## src/rtl/alu_pkg.sv

```systemverilog
// Shared alu types, plus the constants the arbiter uses to drive the alu when no request wins.
package alu_pkg;

    localparam int OP_W  = 8;
    localparam int RES_W = OP_W;
    localparam int OPC_W = 3;

    typedef logic [OP_W-1:0]  OP_T;
    typedef logic [RES_W-1:0] RESULT_T;

    // Code 3'd7 is deliberately unassigned; the alu treats it as illegal and holds its result.
    typedef enum logic [OPC_W-1:0] {
        ADD    = 3'd0,
        SUB    = 3'd1,
        AND_OP = 3'd2,
        OR_OP  = 3'd3,
        NEGA   = 3'd4,
        PASSA  = 3'd5,
        PASSB  = 3'd6
    } OPCODE_T;

    localparam OPCODE_T ALU_IDLE_OPC = PASSA;
    localparam int      ALU_LATENCY  = 1;

endpackage

```

## src/rtl/rr_arbiter.sv

```systemverilog
// Round-robin priority search: grants the first eligible index at or above ptr, wrapping modulo N.
module rr_arbiter #(
    parameter int N    = 4,
    parameter int ID_W = $clog2(N)
) (
    input  logic [N-1:0]    eligible,
    input  logic [ID_W-1:0] ptr,
    output logic [N-1:0]    grant
);

    always_comb begin
        // NOTE: grant gets a full default before the search so no path leaves it unassigned (no latch).
        grant = '0;
        for (int k = 0; k < N; k++) begin
            int              pos;
            logic [ID_W-1:0] idx;
            pos = int'(ptr) + k;
            if (pos >= N) pos = pos - N;
            idx = ID_W'(pos);
            if (grant == '0 && eligible[idx]) grant[idx] = 1'b1;
        end
    end

endmodule

```

## src/rtl/alu_arbiter.sv

```systemverilog
// Shares one registered alu among N_REQ requesters: round-robin issue, tag on the addr path,
// and a one-entry valid/ready response slot per requester.
module alu_arbiter
    import alu_pkg::*;
#(
    parameter int N_REQ = 4,
    parameter int ID_W  = $clog2(N_REQ)
) (
    input  logic                   clk,
    input  logic                   reset_n,
    input  logic [N_REQ-1:0]       req_valid,
    output logic [N_REQ-1:0]       req_ready,
    input  logic [N_REQ*OP_W-1:0]  req_a,
    input  logic [N_REQ*OP_W-1:0]  req_b,
    input  logic [N_REQ*OPC_W-1:0] req_opcode,
    output logic [N_REQ-1:0]       rsp_valid,
    input  logic [N_REQ-1:0]       rsp_ready,
    output logic [N_REQ*RES_W-1:0] rsp_result,
    output logic [N_REQ*OP_W-1:0]  rsp_tag,
    output logic [OP_W-1:0]        alu_a,
    output logic [OP_W-1:0]        alu_b,
    output logic [OPC_W-1:0]       alu_opcode,
    output logic [OP_W-1:0]        alu_addr_in,
    input  logic [RES_W-1:0]       alu_result,
    input  logic [OP_W-1:0]        alu_addr_out,
    output logic                   addr_err
);

    OP_T              a_arr   [N_REQ];
    OP_T              b_arr   [N_REQ];
    logic [OPC_W-1:0] opc_arr [N_REQ];
    RESULT_T          res_q   [N_REQ];
    OP_T              tag_q   [N_REQ];

    logic [N_REQ-1:0] eligible;
    logic [N_REQ-1:0] grant;
    logic [ID_W-1:0]  ptr;
    logic [ID_W-1:0]  winner;
    logic [ID_W-1:0]  ptr_next;
    logic [ID_W-1:0]  inflight_id;
    logic             run;
    logic             any_grant;
    logic             inflight_valid;
    OP_T              seq;
    OP_T              inflight_tag;

    for (genvar i = 0; i < N_REQ; i++) begin : g_req
        assign a_arr[i]   = req_a[i*OP_W +: OP_W];
        assign b_arr[i]   = req_b[i*OP_W +: OP_W];
        assign opc_arr[i] = req_opcode[i*OPC_W +: OPC_W];
        assign rsp_result[i*RES_W +: RES_W] = res_q[i];
        assign rsp_tag[i*OP_W +: OP_W]      = tag_q[i];
        // A requester waits out its own in-flight op, and its slot must be empty or draining.
        assign eligible[i] = run && req_valid[i]
                           && !(inflight_valid && inflight_id == ID_W'(i))
                           && (!rsp_valid[i] || rsp_ready[i]);
    end

    rr_arbiter #(.N(N_REQ), .ID_W(ID_W)) u_rr (
        .eligible (eligible),
        .ptr      (ptr),
        .grant    (grant)
    );

    assign req_ready   = grant;
    assign any_grant   = |grant;
    assign alu_addr_in = seq;
    assign ptr_next    = (winner == ID_W'(N_REQ - 1)) ? '0 : winner + 1'b1;

    always_comb begin
        winner = '0;
        for (int i = 0; i < N_REQ; i++)
            if (grant[i]) winner = ID_W'(i);
    end

    always_comb begin
        alu_a      = '0;
        alu_b      = '0;
        alu_opcode = ALU_IDLE_OPC;
        if (any_grant) begin
            alu_a      = a_arr[winner];
            alu_b      = b_arr[winner];
            alu_opcode = opc_arr[winner];
        end
    end

    // run holds off issue until the first edge after reset release.
    always_ff @(posedge clk or negedge reset_n) begin
        if (!reset_n) begin
            run            <= 1'b0;
            ptr            <= '0;
            seq            <= '0;
            inflight_valid <= 1'b0;
            inflight_id    <= '0;
            inflight_tag   <= '0;
            addr_err       <= 1'b0;
        end else begin
            // NOTE: state updates use <= so every flop samples pre-edge values regardless of order.
            run            <= 1'b1;
            inflight_valid <= any_grant;
            if (any_grant) begin
                ptr          <= ptr_next;
                seq          <= seq + 1'b1;
                inflight_id  <= winner;
                inflight_tag <= seq;
                if (alu_addr_out != alu_addr_in) addr_err <= 1'b1;
            end
        end
    end

    always_ff @(posedge clk or negedge reset_n) begin
        if (!reset_n) begin
            rsp_valid <= '0;
            // NOTE: slot storage is reset too, because its contents are visible on rsp_result/rsp_tag.
            for (int i = 0; i < N_REQ; i++) begin
                res_q[i] <= '0;
                tag_q[i] <= '0;
            end
        end else begin
            for (int i = 0; i < N_REQ; i++)
                if (rsp_valid[i] && rsp_ready[i]) rsp_valid[i] <= 1'b0;
            // A capture landing on the drain edge overrides the clear and reloads the slot.
            if (inflight_valid) begin
                rsp_valid[inflight_id] <= 1'b1;
                res_q[inflight_id]     <= alu_result;
                tag_q[inflight_id]     <= inflight_tag;
            end
        end
    end

endmodule

```

## config.mk

```make
export PLATFORM = sky130hd
export DESIGN_NAME = alu_arbiter
export DESIGN_NICKNAME = d
export VERILOG_FILES = /design/src/rtl/alu_pkg.sv /design/src/rtl/rr_arbiter.sv /design/src/rtl/alu_arbiter.sv
export SDC_FILE = /design/constraint.sdc
export NUM_CORES = 1
export LEC_CHECK = 0
export CAP_MARGIN = 20
export CORE_MARGIN = 10
export CORE_UTILIZATION = 45
export CTS_BUF_LIST = sky130_fd_sc_hd__clkbuf_8
export CTS_CLUSTER_SIZE = 24
export DETAILED_ROUTE_END_ITERATION = 8
export DONT_BUFFER_PORTS = 1
export PLACE_DENSITY = 0.67
export RECOVER_POWER = 100
export SLEW_MARGIN = 20
export SYNTH_ARGS = -nofsm -noshare
export SYNTH_HDL_FRONTEND = slang
export SYNTH_SLANG_ARGS = --single-unit
```

## constraint.sdc

```tcl
create_clock -name clk -period 6 [get_ports clk]
set_clock_uncertainty 0.1 [all_clocks]
set_input_delay 1.2 -clock clk [delete_from_list [all_inputs] [get_ports clk]]
set_output_delay 1.2 -clock clk [all_outputs]
set_load 0.02 [all_outputs]
```

# Word-level counts from Yosys, hierarchy flattened
# Cells that the tools add are included.
dict set report classes {
  n_addsub 9
  n_lt_le_gt_ge 17
  eq_ne 5
  mux 51
  n_bitwise 6
  reduce_logical 47
}
# cell count
set op_table {}
lappend op_table {{bitwise mux 32 bit} 2}
lappend op_table {{2-to-1 mux 8 bit} 7}
lappend op_table {{binary-select mux 8 bit (select 2 bit)} 2}
lappend op_table {{logical AND 1 bit} 29}
lappend op_table {{2-to-1 mux 4 bit} 5}
lappend op_table {{demux 8 bit (select 2 bit)} 1}
lappend op_table {{OR 4 bit} 4}
lappend op_table {{>= comparator 3 bit, second input constant} 5}
lappend op_table {{less-than comparator 2 x 3 -> 1 bit, second input constant} 5}
lappend op_table {{2-to-1 mux 1 bit} 14}
lappend op_table {{2-to-1 mux 2 bit} 7}
lappend op_table {{logical NOT 4 bit} 3}
lappend op_table {{demux 1 bit (select 2 bit)} 5}
lappend op_table {{>= comparator 2 x 1 -> 1 bit, second input constant} 5}
lappend op_table {{2-to-1 mux 3 bit} 3}
lappend op_table {{adder 8 x 1 -> 8 bit, second input constant} 1}
lappend op_table {{binary-select mux 1 bit (select 2 bit)} 4}
lappend op_table {{logical NOT 1 bit} 8}
lappend op_table {{inequality test 8 bit} 1}
lappend op_table {{subtractor 2 x 1 -> 2 bit, second input constant} 4}
lappend op_table {{adder 2 x 2 -> 3 bit, second input constant} 2}
lappend op_table {{binary-select mux 3 bit (select 2 bit)} 1}
lappend op_table {{== test 2 bit, second input constant} 3}
lappend op_table {{inverter 2 -> 3 bit} 2}
lappend op_table {{other kinds (9)} 12}
dict set report totals {
  ff_bits 91
  output_inout_bits 100
}

# Longest topological paths before layout
# Gate-level depths: netlist of the first run.
dict set report depth {
  ltp_word 25
  mapped_depth 14
  ltp_nobuf 11
}

# Cells and area by module
# A second synthesis of the first run with hierarchy kept.
dict set report unflattened {
  cells_unflattened 414
  hier_area_um2 4707.0
}
# mod n_inst cells_per_inst area_each_um2 seq_area_each_um2
set by_module_without_submodules {}
lappend by_module_without_submodules {alu_arbiter 1 357 4189.0 2277.2}
lappend by_module_without_submodules {rr_arbiter 1 57 518.0 0.0}

# Least setup slack after synthesis of the first run
# No wires, ideal clock.
dict set report synth_timing {
  path_kind {in2out}
  from {input port rsp_ready[2]}
  to {output port alu_a[5]}
  t_arrival_ns 3.893
  t_required_ns 4.700
  slack_ns 0.807
  path_stages 10
  path_buffers 1
  cell_sequence {nand2b_1 > and4_1 > o21a_1 > o211ai_1 > o21ai_0 > or4_1 > a31oi_4 > buf_4 > nor3_1 > o32ai_1}
}
dict set report synth_between {
  elab_chain_cells 22
  elab_cells_between_ends 32
}
# element line_no
set synth_rtl {}
lappend synth_rtl {{start, declared} alu_arbiter.sv:17} ;# input logic [N_REQ-1:0] rsp_ready,
lappend synth_rtl {{logical OR 1 bit *} alu_arbiter.sv:56} ;# && (!rsp_valid[i] || rsp_ready[i]);
lappend synth_rtl {{logical AND 1 bit *} alu_arbiter.sv:56}
lappend synth_rtl {{binary-select mux 1 bit (select 2 bit)} rr_arbiter.sv:20} ;# if (grant == '0 && eligible[idx]) grant[idx] = 1'b1;
lappend synth_rtl {{2-to-1 mux 1 bit (not written as such)} rr_arbiter.sv:20}
lappend synth_rtl {{2-to-1 mux 4 bit} rr_arbiter.sv:20}
lappend synth_rtl {{logical NOT 4 bit} rr_arbiter.sv:20}
lappend synth_rtl {{logical AND 1 bit} rr_arbiter.sv:20}
lappend synth_rtl {{2-to-1 mux 4 bit} rr_arbiter.sv:20}
lappend synth_rtl {{(+4 left out)} -}
lappend synth_rtl {{logical AND 1 bit} rr_arbiter.sv:20}
lappend synth_rtl {{2-to-1 mux 4 bit *} rr_arbiter.sv:20}
lappend synth_rtl {{2-to-1 mux 1 bit} alu_arbiter.sv:73} ;# if (grant[i]) winner = ID_W'(i);
lappend synth_rtl {{2-to-1 mux 2 bit (2 in a row)} alu_arbiter.sv:73}
lappend synth_rtl {{inverter 2 -> 3 bit (not written as such)} alu_arbiter.sv:81} ;# alu_a = a_arr[winner];
lappend synth_rtl {{binary-select mux 8 bit (select 2 bit)} alu_arbiter.sv:81}
lappend synth_rtl {{2-to-1 mux 8 bit (not written as such) (2 in a row)} alu_arbiter.sv:81}
lappend synth_rtl {{2-to-1 mux 8 bit *} alu_arbiter.sv:80} ;# if (any_grant) begin
lappend synth_rtl {{end, declared} alu_arbiter.sv:20} ;# output logic [OP_W-1:0] alu_a,
# Every way passes the cells marked *; elsewhere a longest branch is shown, timed or not. The select of a mux whose other input is x is not followed.

# Final worst setup path of the first run
dict set report layout_timing {
  from {input port rsp_ready[3]}
  to {output port alu_b[7]}
}
dict set report layout_between {
  elab_cells_between_ends 32
}
# element line_no
set layout_lines {}
lappend layout_lines {{logical OR 1 bit *} alu_arbiter.sv:56}
lappend layout_lines {{logical AND 1 bit *} alu_arbiter.sv:56}
lappend layout_lines {{binary-select mux 1 bit (select 2 bit)} rr_arbiter.sv:20}
lappend layout_lines {{2-to-1 mux 1 bit (not written as such)} rr_arbiter.sv:20}
lappend layout_lines {{2-to-1 mux 4 bit} rr_arbiter.sv:20}
lappend layout_lines {{logical NOT 4 bit} rr_arbiter.sv:20}
lappend layout_lines {{logical AND 1 bit} rr_arbiter.sv:20}
lappend layout_lines {{2-to-1 mux 4 bit} rr_arbiter.sv:20}
lappend layout_lines {{logical NOT 4 bit} rr_arbiter.sv:20}
lappend layout_lines {{logical AND 1 bit} rr_arbiter.sv:20}
lappend layout_lines {{2-to-1 mux 4 bit} rr_arbiter.sv:20}
lappend layout_lines {{logical NOT 4 bit} rr_arbiter.sv:20}
lappend layout_lines {{logical AND 1 bit} rr_arbiter.sv:20}
lappend layout_lines {{2-to-1 mux 4 bit *} rr_arbiter.sv:20}
lappend layout_lines {{net req_ready[0]} alu_arbiter.sv:12} ;# output logic [N_REQ-1:0] req_ready,
lappend layout_lines {{OR reduction 4 bit *} alu_arbiter.sv:66} ;# assign any_grant = |grant;
lappend layout_lines {{2-to-1 mux 8 bit *} alu_arbiter.sv:80}
lappend layout_lines {{end, declared} alu_arbiter.sv:21} ;# output logic [OP_W-1:0] alu_b,
# Mark *: on every way through the listed nets, which the timed path passes. The rest lies on a longest branch. The select of a mux whose other input is x is not followed.

==> results of run 1 <==
-- routing by layer --
layer	GRT usage [%]	vias to the layer above
met5	0	-
met4	3.82	0
met1	20.6	1906
met2	27.8	175
met3	6.45	18
li1	-	1812
-- worst max-delay path, stage by stage --
cell	delay [ns]
nand2b_1	0.15
nand4_1	0.25
a21oi_1	0.39
o21ai_1	0.16
a32o_1	0.35
o21a_1	0.39
a311oi_2	0.31
inv_1	0.22
o211ai_1	0.54
o32ai_1	0.18
clkbuf_1	0.21
-- logic make-up (layout without fill, tap and decap cells) --
logic type | Yosys count | after routing | synth area share [%]
adders and majority gates | 8 | 8 | 1.93
buffers and inverters | 45 | 56 | 4.30
DFF | 91 | 91 | 44.0
other | 1 | 1 | 0.0724
xor gates and xnor gates | 13 | 13 | 2.20
muxes | 60 | 60 | 13.5
and+or+nand+nor | 165 | 165 | 16.8
AOI/OAI and AO/OA | 106 | 106 | 17.2
-- area by class of cell --
class / instances / area, sq um / share of cell area (%)
clock buffers: 10 / 138 / 2.48
clock inverters: 6 / 90.1 / 1.63
inverters: 19 / 71.3 / 1.29
multi-input cells: 353 / 2670 / 48.1
flip-flops and latches: 91 / 2280 / 41.1
well taps: 143 / 179 / 3.23
repair buffers: 21 / 118 / 2.12
-- how the worst max path moves through the flow --
stage                         startpoint             to
after floorplan             rsp_ready[2]       alu_a[5]
after global placement      rsp_ready[0]  alu_opcode[2]
after detailed placement    rsp_ready[0]  alu_opcode[2]
after CTS                 inflight_id[1]  alu_opcode[2]
after global routing              ptr[1]       alu_b[4]
final                       rsp_ready[3]       alu_b[7]
-- flip-flops by register name, indices dropped and copies added (netlist names) --
| signal | count |
|---|---|
| rsp_result | 32 |
| rsp_tag | 32 |
| alu_addr_in | 8 |
| inflight_tag | 8 |
| rsp_valid | 4 |
| inflight_id | 2 |
| ptr | 2 |
| addr_err | 1 |
| inflight_valid | 1 |
| run | 1 |
-- timing repair --
action                                  4_1_cts  5_1_grt
endpoints found under the setup margin        0       19
buffers inserted                              0        3
gates resized for setup                       0        1
-- placed cells by master, fill, tap and decap left out, types with 3 or more instances in the layout --
cell and count:
o21ai_1 4, clkbuf_2 4, a21oi_1 8, o21bai_1 11, o21a_1 4, a31oi_1 5, clkinv_4 3, o2bb2ai_1 17
nand2b_1 15, nand2_1 63, a31o_1 9, a21o_1 3, o21ai_0 7, inv_1 18, o211ai_1 4, a211oi_2 4
mux2_2 53, or3_1 3, dfrtp_1 91, o32ai_1 7, nand4_1 7, mux2_1 4, xnor2_1 9, nor2_1 18
clkbuf_8 10, and4_1 4, nand3_1 24, ha_1 8, buf_4 8, clkbuf_1 8, nor3_1 10, xor2_1 4
-- power by group through the flow --
stage	Combinational, mW	Clock, mW	Sequential (mW)
global placement	2.41	0	1.50
detailed placement	2.48	0	1.51
floorplan	2.04	0	1.39
CTS	2.49	0.467	1.49
finish	2.37	0.454	1.48
global route	2.61	0.494	1.52
-- synthesized netlist by cell type (3+ instances only) --
cell,instances
a211oi_2,4
a21o_1,3
a21oi_1,7
a21oi_2,3
a31o_1,8
a31oi_1,5
and4_1,4
buf_2,3
buf_4,3
buf_6,3
clkbuf_1,14
dfrtp_1,91
ha_1,8
inv_1,16
inv_2,3
mux2_2,53
mux2_4,4
nand2_1,63
nand2b_1,15
nand3_1,24
nand4_1,7
nor2_1,18
nor3_1,10
o211ai_1,4
o21a_1,3
o21ai_0,7
o21ai_1,4
o21bai_1,11
o2bb2ai_1,17
o32ai_1,7
or3_1,3
xnor2_1,9
xor2_1,4
-- through the flow --
step / area, sq um / hold WS (ns) / util, % / instances
final: 5540 / 0.439 / 48.9 / 643
after CTS: 5570 / 0.414 / 49.2 / 640
after global placement: 5350 / 0.443 / 47.2 / 624
after global routing: 5540 / 0.404 / 48.9 / 643
after detailed placement: 5350 / 0.447 / 47.2 / 624
after floorplan: 5180 / 0.387 / - / 489
==> results.md, run 1 <==
* Slew @ Worst Pin at 0.900 ns
* Drt total wl at 14.3 mm
* Reg2reg start: inflight_id[0]
* Cts hold-fix bufs at 0
* Antenna violations before repair at 0
* Port Buffers at 0
* HPWL after DPL at 11.0 mm
* Post-synthesis cell type count at 73
* CTS root buffer: clkbuf_8
* Worst slack, placed at 0.203 ns
* Vias in the first global route at 4,051
* Sequential area share after synthesis at 44.0%
* Warnings from Yosys at 0
* Main synth FF type: dfrtp_1
* Final min period at 5.66 ns
* Psw at 2.26 mW
* Worst R2R Setup Slack at 1.48 ns
* DRC at 0
* # diodes at 0
* Worst-path maximum fanout at 12
* Detail Route Antenna Nets at 0
* Max Freq at 0.177 GHz
* Grt total ovfl at 0
* Filler cells at 1,025
* Share of the synthesized area in the top cell type at 44.0%
* Vias post-DR at 3,911
* Comb power frac at 55.0%
* WS Path Type: in2out
* Met1 wire length at 5.88 mm
* First-pass GRT wire length at 22.7 mm
* Met3 WL at 1.41 mm
* Fin Setup TNS at 0 ns
* Detailed router's first-iteration violation count at 319
* Highest metal used: met4
* Worst Path Arrival at 4.36 ns
* Avg Vias per Cell at 6.08
* Met2 WL post-DR at 6.82 mm
* Sw frac at 52.5%
* Synthesized area at 0.00518 sq mm
* Max-cap violations at 0
* Total power at 4.30 mW
* H-tree levels at 3
* Dominant cell type by area after synthesis: dfrtp_1
* Fin crit share at 94.3%
* GP Congestion at 0.851
* Total Routing Usage GR at 17.0%
* PwrDens at 776 mW/mm^2
* Avg Inst Size Synth at 10.6 sq um
* # IOs at 202
* CTS tree: done
* Die boundary width at 127 um
* FF-to-FF End: inflight_tag[3]
* Area Growth Syn to Fin at 7.01%
* Final setup fails at 0
* Wire length per cell at 22.2 um
* Mapped Nets at 599
* Fraction of layout cells with a size suffix above 1 at 21.6%
* LEAKAGE at 2.37 nW
* Row count at 39
* RSZ-0062 raised after global routing: no
* Core box area at 0.0113 sq mm
* Final hold violations at 0
* Dominant cells by area after synthesis: dfrtp_1 (44%), mux2_2 (12%), nand2_1 (4.6%), o2bb2ai_1 (2.9%), nand3_1 (2.3%)
* PnR worst setup slack at 0.342 ns
* Maximum root-to-sink buffer count at 2
* Hold Crit Class: in2async
* Number of synthesized flops with an enable pin at 0
* Outcome: finished clean
* Worst-path clk slew at 0.08 ns
* Slew Limit Fails at 0
* Die Y at 127 um
* Max VDD drop at 0.559 mV
* Die area at 0.0162 sq mm
* Largest net degree at the start of global routing at 92
* Register bit total from synthesis at 91
* CTS Buf Count at 9
* First-pass DRT Iterations at 5
* Worst Path Required at 4.70 ns
* Post-synth ARST share at 100%
* Nets@finish at 605
* Clock sink count at 91
* Starting density of the core at 45.7%
* Clk pwr share at 10.6%
* Clk_lat worst skew at 0.35 ns
* Crit end category: output pin
* Slew HR at 40.0%
* Depth of the most critical reg-to-reg path at 10
* Cells after Synth at 489
* Crit start category: input pin
* Seq pwr share at 34.4%
* Int Pwr at 2.04 mW
No activity file was read; power rests on OpenSTA's default activity.
==> inputs of run 2 (changes only) <==
--- a/config.mk
+++ b/config.mk
@@ -17,4 +17,5 @@
 export SLEW_MARGIN = 20
 export SYNTH_ARGS = -nofsm -noshare
 export SYNTH_HDL_FRONTEND = slang
+export SYNTH_HIERARCHICAL = 1
 export SYNTH_SLANG_ARGS = --single-unit
==> results.md, run 2 <==
* Outcome: finished clean
* Largest net degree at the start of global routing at 92 (unchanged)
* DRC at 0 (unchanged)
* Adder-Cell Fraction of Synth Area at 2.39% (+0.46 points)
* Synth cell count leaders: dfrtp_1 (91), mux2_2 (73), nand2_1 (55)
* Vias in the first global route at 3,456 (-15%)
* Maximum root-to-sink buffer count at 2 (unchanged)
* Detail Route Antenna Nets at 0 (unchanged)
* First-pass GRT wire length at 19.8 mm (-13%)
* Slew @ Worst Pin at 1.13 ns (+0.228 ns)
* Filler cells at 918 (-10%)
* Worst Path Required at 4.70 ns (about the same)
* Crit end category: output pin
* Main synth FF type: dfrtp_1
* Slew HR at 24.8% (-15 points)
* Core box area at 0.0103 sq mm (-9.2%)
* Xor-xnor portion of the synthesized cell area at 2.79% (+0.59 points)
* Most frequent cell after synthesis: dfrtp_1
* Total area of sequential cells at 0.00228 sq mm (unchanged)
* Most common cell after layout, fill and taps aside: dfrtp_1
* CTS root buffer: clkbuf_8
* Post-synth ARST share at 100% (unchanged)
* Clk_lat worst skew at 0.36 ns (about the same)
* Multi-input gate area at 0.00227 sq mm (-15%)
* Number of synthesized flops with an enable pin at 0 (unchanged)
* Register bit total from synthesis at 91 (unchanged)
* Fin Setup TNS at 0 ns (unchanged)
* Final hold violations at 0 (unchanged)
* Vias post-DR at 3,295 (-16%)
* Commonest non-fill, non-tap cells in the layout: dfrtp_1 (91), mux2_2 (73), nand2_1 (55)
* Fraction of layout cells with a size suffix above 1 at 28.9% (+7.3 points)
* CTS tree: done
* Final min period at 5.83 ns (+0.177 ns)
* Avg Vias per Cell at 5.73 (-5.8%)
* Max Freq at 0.171 GHz (-3.0%)
* Synth Area in Compound Gates at 11.6% (-5.6 points)
* # IOs at 202 (unchanged)
* Die area at 0.0150 sq mm (-7.7%)
* Wire length per cell at 22.4 um (+0.93%)
* Dominant cell type by area after synthesis: dfrtp_1
* Synthesized area at 0.00471 sq mm (-9.1%)
* Slew Limit Fails at 0 (unchanged)
* Worst Path Arrival at 4.53 ns (+0.17 ns)
* WS Path Type: in2out
* Detailed router's first-iteration violation count at 286 (-10%)
* Warnings from Yosys at 6 (+6)
* Cells after Synth at 414 (-15%)
* Nets@finish at 545 (-9.9%)
* Post-CTS Resized at 0 (unchanged)
* Total Routing Usage GR at 16.7% (-0.24 points)
* Final setup fails at 0 (unchanged)
* Sequential area share after synthesis at 48.4% (+4.4 points)
* Starting density of the core at 45.8% (+0.066 points)
* CTS Buf Count at 9 (unchanged)
* Dominant cells by area after synthesis: dfrtp_1 (48%), mux2_2 (17%), nand2_1 (4.4%), xnor2_1 (2.8%), ha_1 (2.4%)
* Crit start category: input pin
* GP Congestion at 0.907 (+6.6%)
* Area Growth Syn to Fin at 9.60%
* Final Util at 50.2% (+1.3 points)
* Drt total wl at 12.9 mm (-9.7%)
* Fin crit share at 97.2% (+2.9 points)
* Max-cap violations at 0 (unchanged)
* Row count at 37 (-5.1%)
* RSZ-0062 raised after global routing: no
* Largest family of logic cells by synthesized area: multiplexers
* Antenna violations before repair at 0 (unchanged)
* Synth Area in Simple Gates at 10.9% (-5.9 points)
* Worst-path clk slew at 0.10 ns (+0.02 ns)
* Cts hold-fix bufs at 0 (unchanged)
* Die Y at 122 um (-3.9%)
* Multiplexer share of the synthesized area at 20.0% (+6.5 points)
* Port Buffers at 0 (unchanged)
* H-tree levels at 3 (unchanged)
* Hold Crit Class: in2async
* Setup bufs post-CTS at 0 (unchanged)
* # diodes at 0 (unchanged)
* Share of the synthesized area in the top cell type at 48.4% (+4.4 points)
* Post-synthesis cell type count at 53 (-27%)
* Avg Inst Size Synth at 11.4 sq um (+7.4%)
* First-pass DRT Iterations at 4 (-1)
* Die boundary width at 122 um (-3.9%)
* Clock sink count at 91 (unchanged)
* Worst-path maximum fanout at 10 (-2)
* Grt total ovfl at 0 (unchanged)
* Mapped Nets at 525 (-12%)
* HPWL after DPL at 10.0 mm (-9.4%)
## run 2: cell types whose count changed after synthesis, moves of 8 or more
cell,before,now
nand2_1,63,55
a221oi_1,0,10
nand3_1,24,2
nand2b_1,15,2
mux2_2,53,73
o21bai_1,11,1
o31ai_1,1,11
nor2b_1,0,11
nor3_1,10,0
o2bb2ai_1,17,0
a21oi_1,7,20
## run 2: area by class of cell
type                       instances  area share (%)
clock buffer                      11            2.93
clock inverter                     5           0.922
inverter                          18            1.31
multi-input combinational        284            44.0
sequential                        91            44.1
tap                              136            3.30
timing repair buffer              30            3.40
## run 2: per-layer routing
| layer | up-vias | part of all wire, % | track usage (%) | wire length, um |
|---|---|---|---|---|
| met4 | 0 | 1.1 | 5.08 | 145 |
| met3 | 10 | 13 | 8.31 | 1710 |
| met5 | - | 0 | 0 | 0 |
| met1 | 1589 | 36 | 18.0 | 4580 |
| li1 | 1513 | - | - | - |
| met2 | 183 | 50 | 28.4 | 6430 |
## run 2: cell families after synthesis
| logic type | after synthesis |
|---|---|
| compound gates | 77 |
| xor+xnor | 15 |
| fa+ha+maj | 9 |
| buf+inv | 39 |
| flops | 91 |
| mux | 80 |
| other cells | 1 |
| simple gates | 102 |
## run 2: final timing paths
kind	start	slack (ns)	cells past startpoint	to
setup / recovery	rsp_ready[3]	0.17	12	alu_a[1]
min in group clk	inflight_tag[2]	0.45	2	inflight_tag[2]
setup reg to reg	ptr[0]	1.39	14	alu_addr_in[7]
max in group asynchronous	reset_n	5.23	0	rsp_result[12]
hold / removal	reset_n	0.43	0	rsp_tag[1]
hold reg to reg	inflight_tag[2]	0.45	2	inflight_tag[2]
## run 2: worst max-delay path, cell delays in order
cell and delay, ns:
o21ai_0 0.23, nor2_1 0.15, mux4_2 0.61, and2_4 0.22
o311a_4 0.40, a31o_1 0.28, o311ai_4 0.32, inv_1 0.14
nor2_2 0.39, a221oi_1 0.14, o31ai_1 0.25, buf_2 0.21
## run 2: through the flow
stage                     setup slack [ns]  instance area, sq um  cells  hold WS [ns]
after global placement               0.334                  5040    559         0.419
after CTS                           0.0978                  5240    575         0.408
after floorplan                     0.0437                  4720    414         0.384
after global routing              0.000366                  5160    575         0.389
final                                0.165                  5160    575         0.426
after detailed placement             0.105                  5040    559         0.435
Power of run 2 is left out: the tool's default activity adds up to more than one toggle a clock period on the data nets, which glitch-free logic cannot reach.
==> inputs of run 3 (changes only) <==
--- a/config.mk
+++ b/config.mk
@@ -5,14 +5,14 @@
 export SDC_FILE = /design/constraint.sdc
 export NUM_CORES = 1
 export LEC_CHECK = 0
+export BUFFER_PORTS_ARGS = -buffer_cell sky130_fd_sc_hd__clkbuf_2
 export CAP_MARGIN = 20
 export CORE_MARGIN = 10
 export CORE_UTILIZATION = 45
 export CTS_BUF_LIST = sky130_fd_sc_hd__clkbuf_8
 export CTS_CLUSTER_SIZE = 24
 export DETAILED_ROUTE_END_ITERATION = 8
-export DONT_BUFFER_PORTS = 1
-export PLACE_DENSITY = 0.67
+export PLACE_DENSITY = 0.83
 export RECOVER_POWER = 100
 export SLEW_MARGIN = 20
 export SYNTH_ARGS = -nofsm -noshare
==> constraint.sdc (replaced) <==
create_clock -name clk -period 6 [get_ports clk]
set_clock_uncertainty 0.1 [all_clocks]
set_input_delay 0.6 -clock clk [delete_from_list [all_inputs] [get_ports clk]]
set_output_delay 0.6 -clock clk [all_outputs]
set_load 0.02 [all_outputs]
==> results.md, run 3 (synthesis results as in run 2) <==
* Outcome: finished with violations
* Failing checks: capacitance limit, slew limit
* First-pass GRT wire length at 21.4 mm (+8.0%)
* Cts hold-fix bufs at 0 (unchanged)
* Hold Crit Class: in2reg
* Crit start category: flop
* Maximum root-to-sink buffer count at 2 (unchanged)
* Commonest non-fill, non-tap cells in the layout: clkbuf_2 (106), clkbuf_1 (98), dfrtp_1 (91)
* Detail Route Antenna Nets at 0 (unchanged)
* Grt total ovfl at 0 (unchanged)
* Nets@finish at 726 (+33%)
* Clk_lat worst skew at 0.35 ns (about the same)
* Total Routing Usage GR at 17.7% (+0.96 points)
* # diodes at 0 (unchanged)
* Antenna violations before repair at 0 (unchanged)
* Critical path, cell by cell: nand3b_2 -> buf_4 -> o21ai_0 -> nor2_1 -> mux4_2 -> and2_0 -> o311a_4 -> a31o_1 -> o311ai_0 -> buf_4 -> inv_1 -> nor2_2 -> a221oi_1 -> o31ai_1 -> clkbuf_2
* # IOs at 202 (unchanged)
* Die Y at 122 um (unchanged)
* First-pass DRT Iterations at 5 (+1)
* Max Freq at 0.180 GHz (+5.1%)
* Largest net degree at the start of global routing at 92 (unchanged)
* Max-cap violations at 1 (+1)
* WHS at 0.374 ns (-0.0516 ns)
* Crit-path most repeated cell: buf_4
* GP Congestion at 0.986 (+8.7%)
* Clock sink count at 91 (unchanged)
* Setup bufs post-CTS at 0 (unchanged)
* Detailed router's first-iteration violation count at 439 (+53%)
* Post-DP Area at 0.00586 sq mm (+16%)
* LEAKAGE at 2.73 nW
* Slew Limit Fails at 92 (+92)
* Die boundary width at 122 um (unchanged)
* Worst R2R Setup Slack at 1.09 ns (-0.30 ns)
* Slew @ Worst Pin at 4.63 ns (+3.51 ns)
* Worst-path maximum fanout at 17 (+7)
* Starting density of the core at 45.8% (unchanged)
* Drt total wl at 13.5 mm (+5.2%)
* Port Buffers at 201 (+201)
* Fraction of layout cells with a size suffix above 1 at 33.9% (+5.0 points)
* PwrDens at 702 mW/mm^2
* Crit end category: output pin
* Slew HR at -209% (-230 points)
* Vias in the first global route at 4,382 (+27%)
* RSZ-0062 raised after global routing: no
* Design area at 0.00587 sq mm (+14%)
* Fin crit share at 92.5% (-4.7 points)
* Final setup fails at 0 (unchanged)
* Vias post-DR at 3,965 (+20%)
* H-tree levels at 3 (unchanged)
* Die area at 0.0150 sq mm (unchanged)
* Critical Path Max Stage Delay at 0.58 ns (-0.03 ns)
* CTS Buf Count at 9 (unchanged)
* Worst Path Arrival at 4.85 ns (+0.32 ns)
* Most common cell after layout, fill and taps aside: clkbuf_2
* Max VDD drop at 0.465 mV
* Worst Path Required at 5.30 ns (+0.60 ns)
* CTS tree: done
* CTS root buffer: clkbuf_8
* HPWL after DPL at 10.6 mm (+6.3%)
* Avg Vias per Cell at 5.25 (-8.4%)
* Worst-path clk slew at 0.09 ns (about the same)
* DRC at 0 (unchanged)
* Row count at 37 (unchanged)
* Core box area at 0.0103 sq mm (unchanged)
* Final hold violations at 0 (unchanged)
* Final min period at 5.55 ns (-0.283 ns)
* Fin Setup TNS at 0 ns (unchanged)
* WS Path Type: reg2out
* Post-CTS Resized at 0 (unchanged)
* Area Growth Syn to Fin at 24.6%
* Wire length per cell at 17.9 um (-20%)
* Slowest cell on the critical path: mux4_2
run 3: cell types whose count changed in the layout (fill, tap and decap cells not counted), moves of 2 or more:
cell,change
buf_2,-4
clkinv_4,-2
clkbuf_2,+94
buf_4,+2
clkbuf_1,+91
inv_1,+3
run 3: layout make-up:
cell class	count	area (sq um)
Clock buffer	10	138
Clock inverter	5	23.8
Fill cell	910	4410
Inverter	18	67.6
Multi-Input combinational cell	284	2240
Sequential cell	91	2280
Tap cell	136	170
Timing Repair Buffer	211	951
run 3: worst paths after layout:
check                      cells past startpoint      startpoint             end
max                                           15  inflight_id[1]        alu_a[0]
min                                            2    rsp_ready[1]    rsp_valid[1]
max reg2reg                                   15  inflight_id[1]  alu_addr_in[7]
min reg2reg                                    1        addr_err        addr_err
max in group asynchronous                      1         reset_n   rsp_result[2]
min in group asynchronous                      1         reset_n   rsp_result[7]
run 3: stage by stage:
step / power, mW / util [%] / setup WS, ns / cells
after floorplan: 3.06 / - / 0.580 / 414
after global placement: 3.84 / 57.0 / 1.04 / 740
after detailed placement: 3.94 / 57.0 / 0.876 / 740
after CTS: 4.30 / 58.6 / 0.480 / 755
after global routing: 4.45 / 57.1 / 0.0857 / 755
final: 4.12 / 57.1 / 0.448 / 755
run 3: critical path, delay by kind of cell (launching register included):
family | cells | cell delay (ns)
AOI/OAI and AO/OA | 6 | 1.75
muxes | 1 | 0.58
DFF | 1 | 0.44
buffers and inverters | 4 | 0.76
and+or+nand+nor | 4 | 0.97
run 3: metal layers:
layer	up-vias	global-route usage (%)	share of wire, %
met3	24	6.47	10
li1	1871	-	-
met2	214	31.5	49
met5	-	0	0
met1	1856	18.7	38
met4	0	6.85	2.3
run 3: report_power, final:
group	internal [mW]	switching [mW]	total, mW
clock	0.155	0.196	0.351
combinational	0.967	1.72	2.69
sequential	0.875	0.208	1.08
total	2.00	2.12	4.12
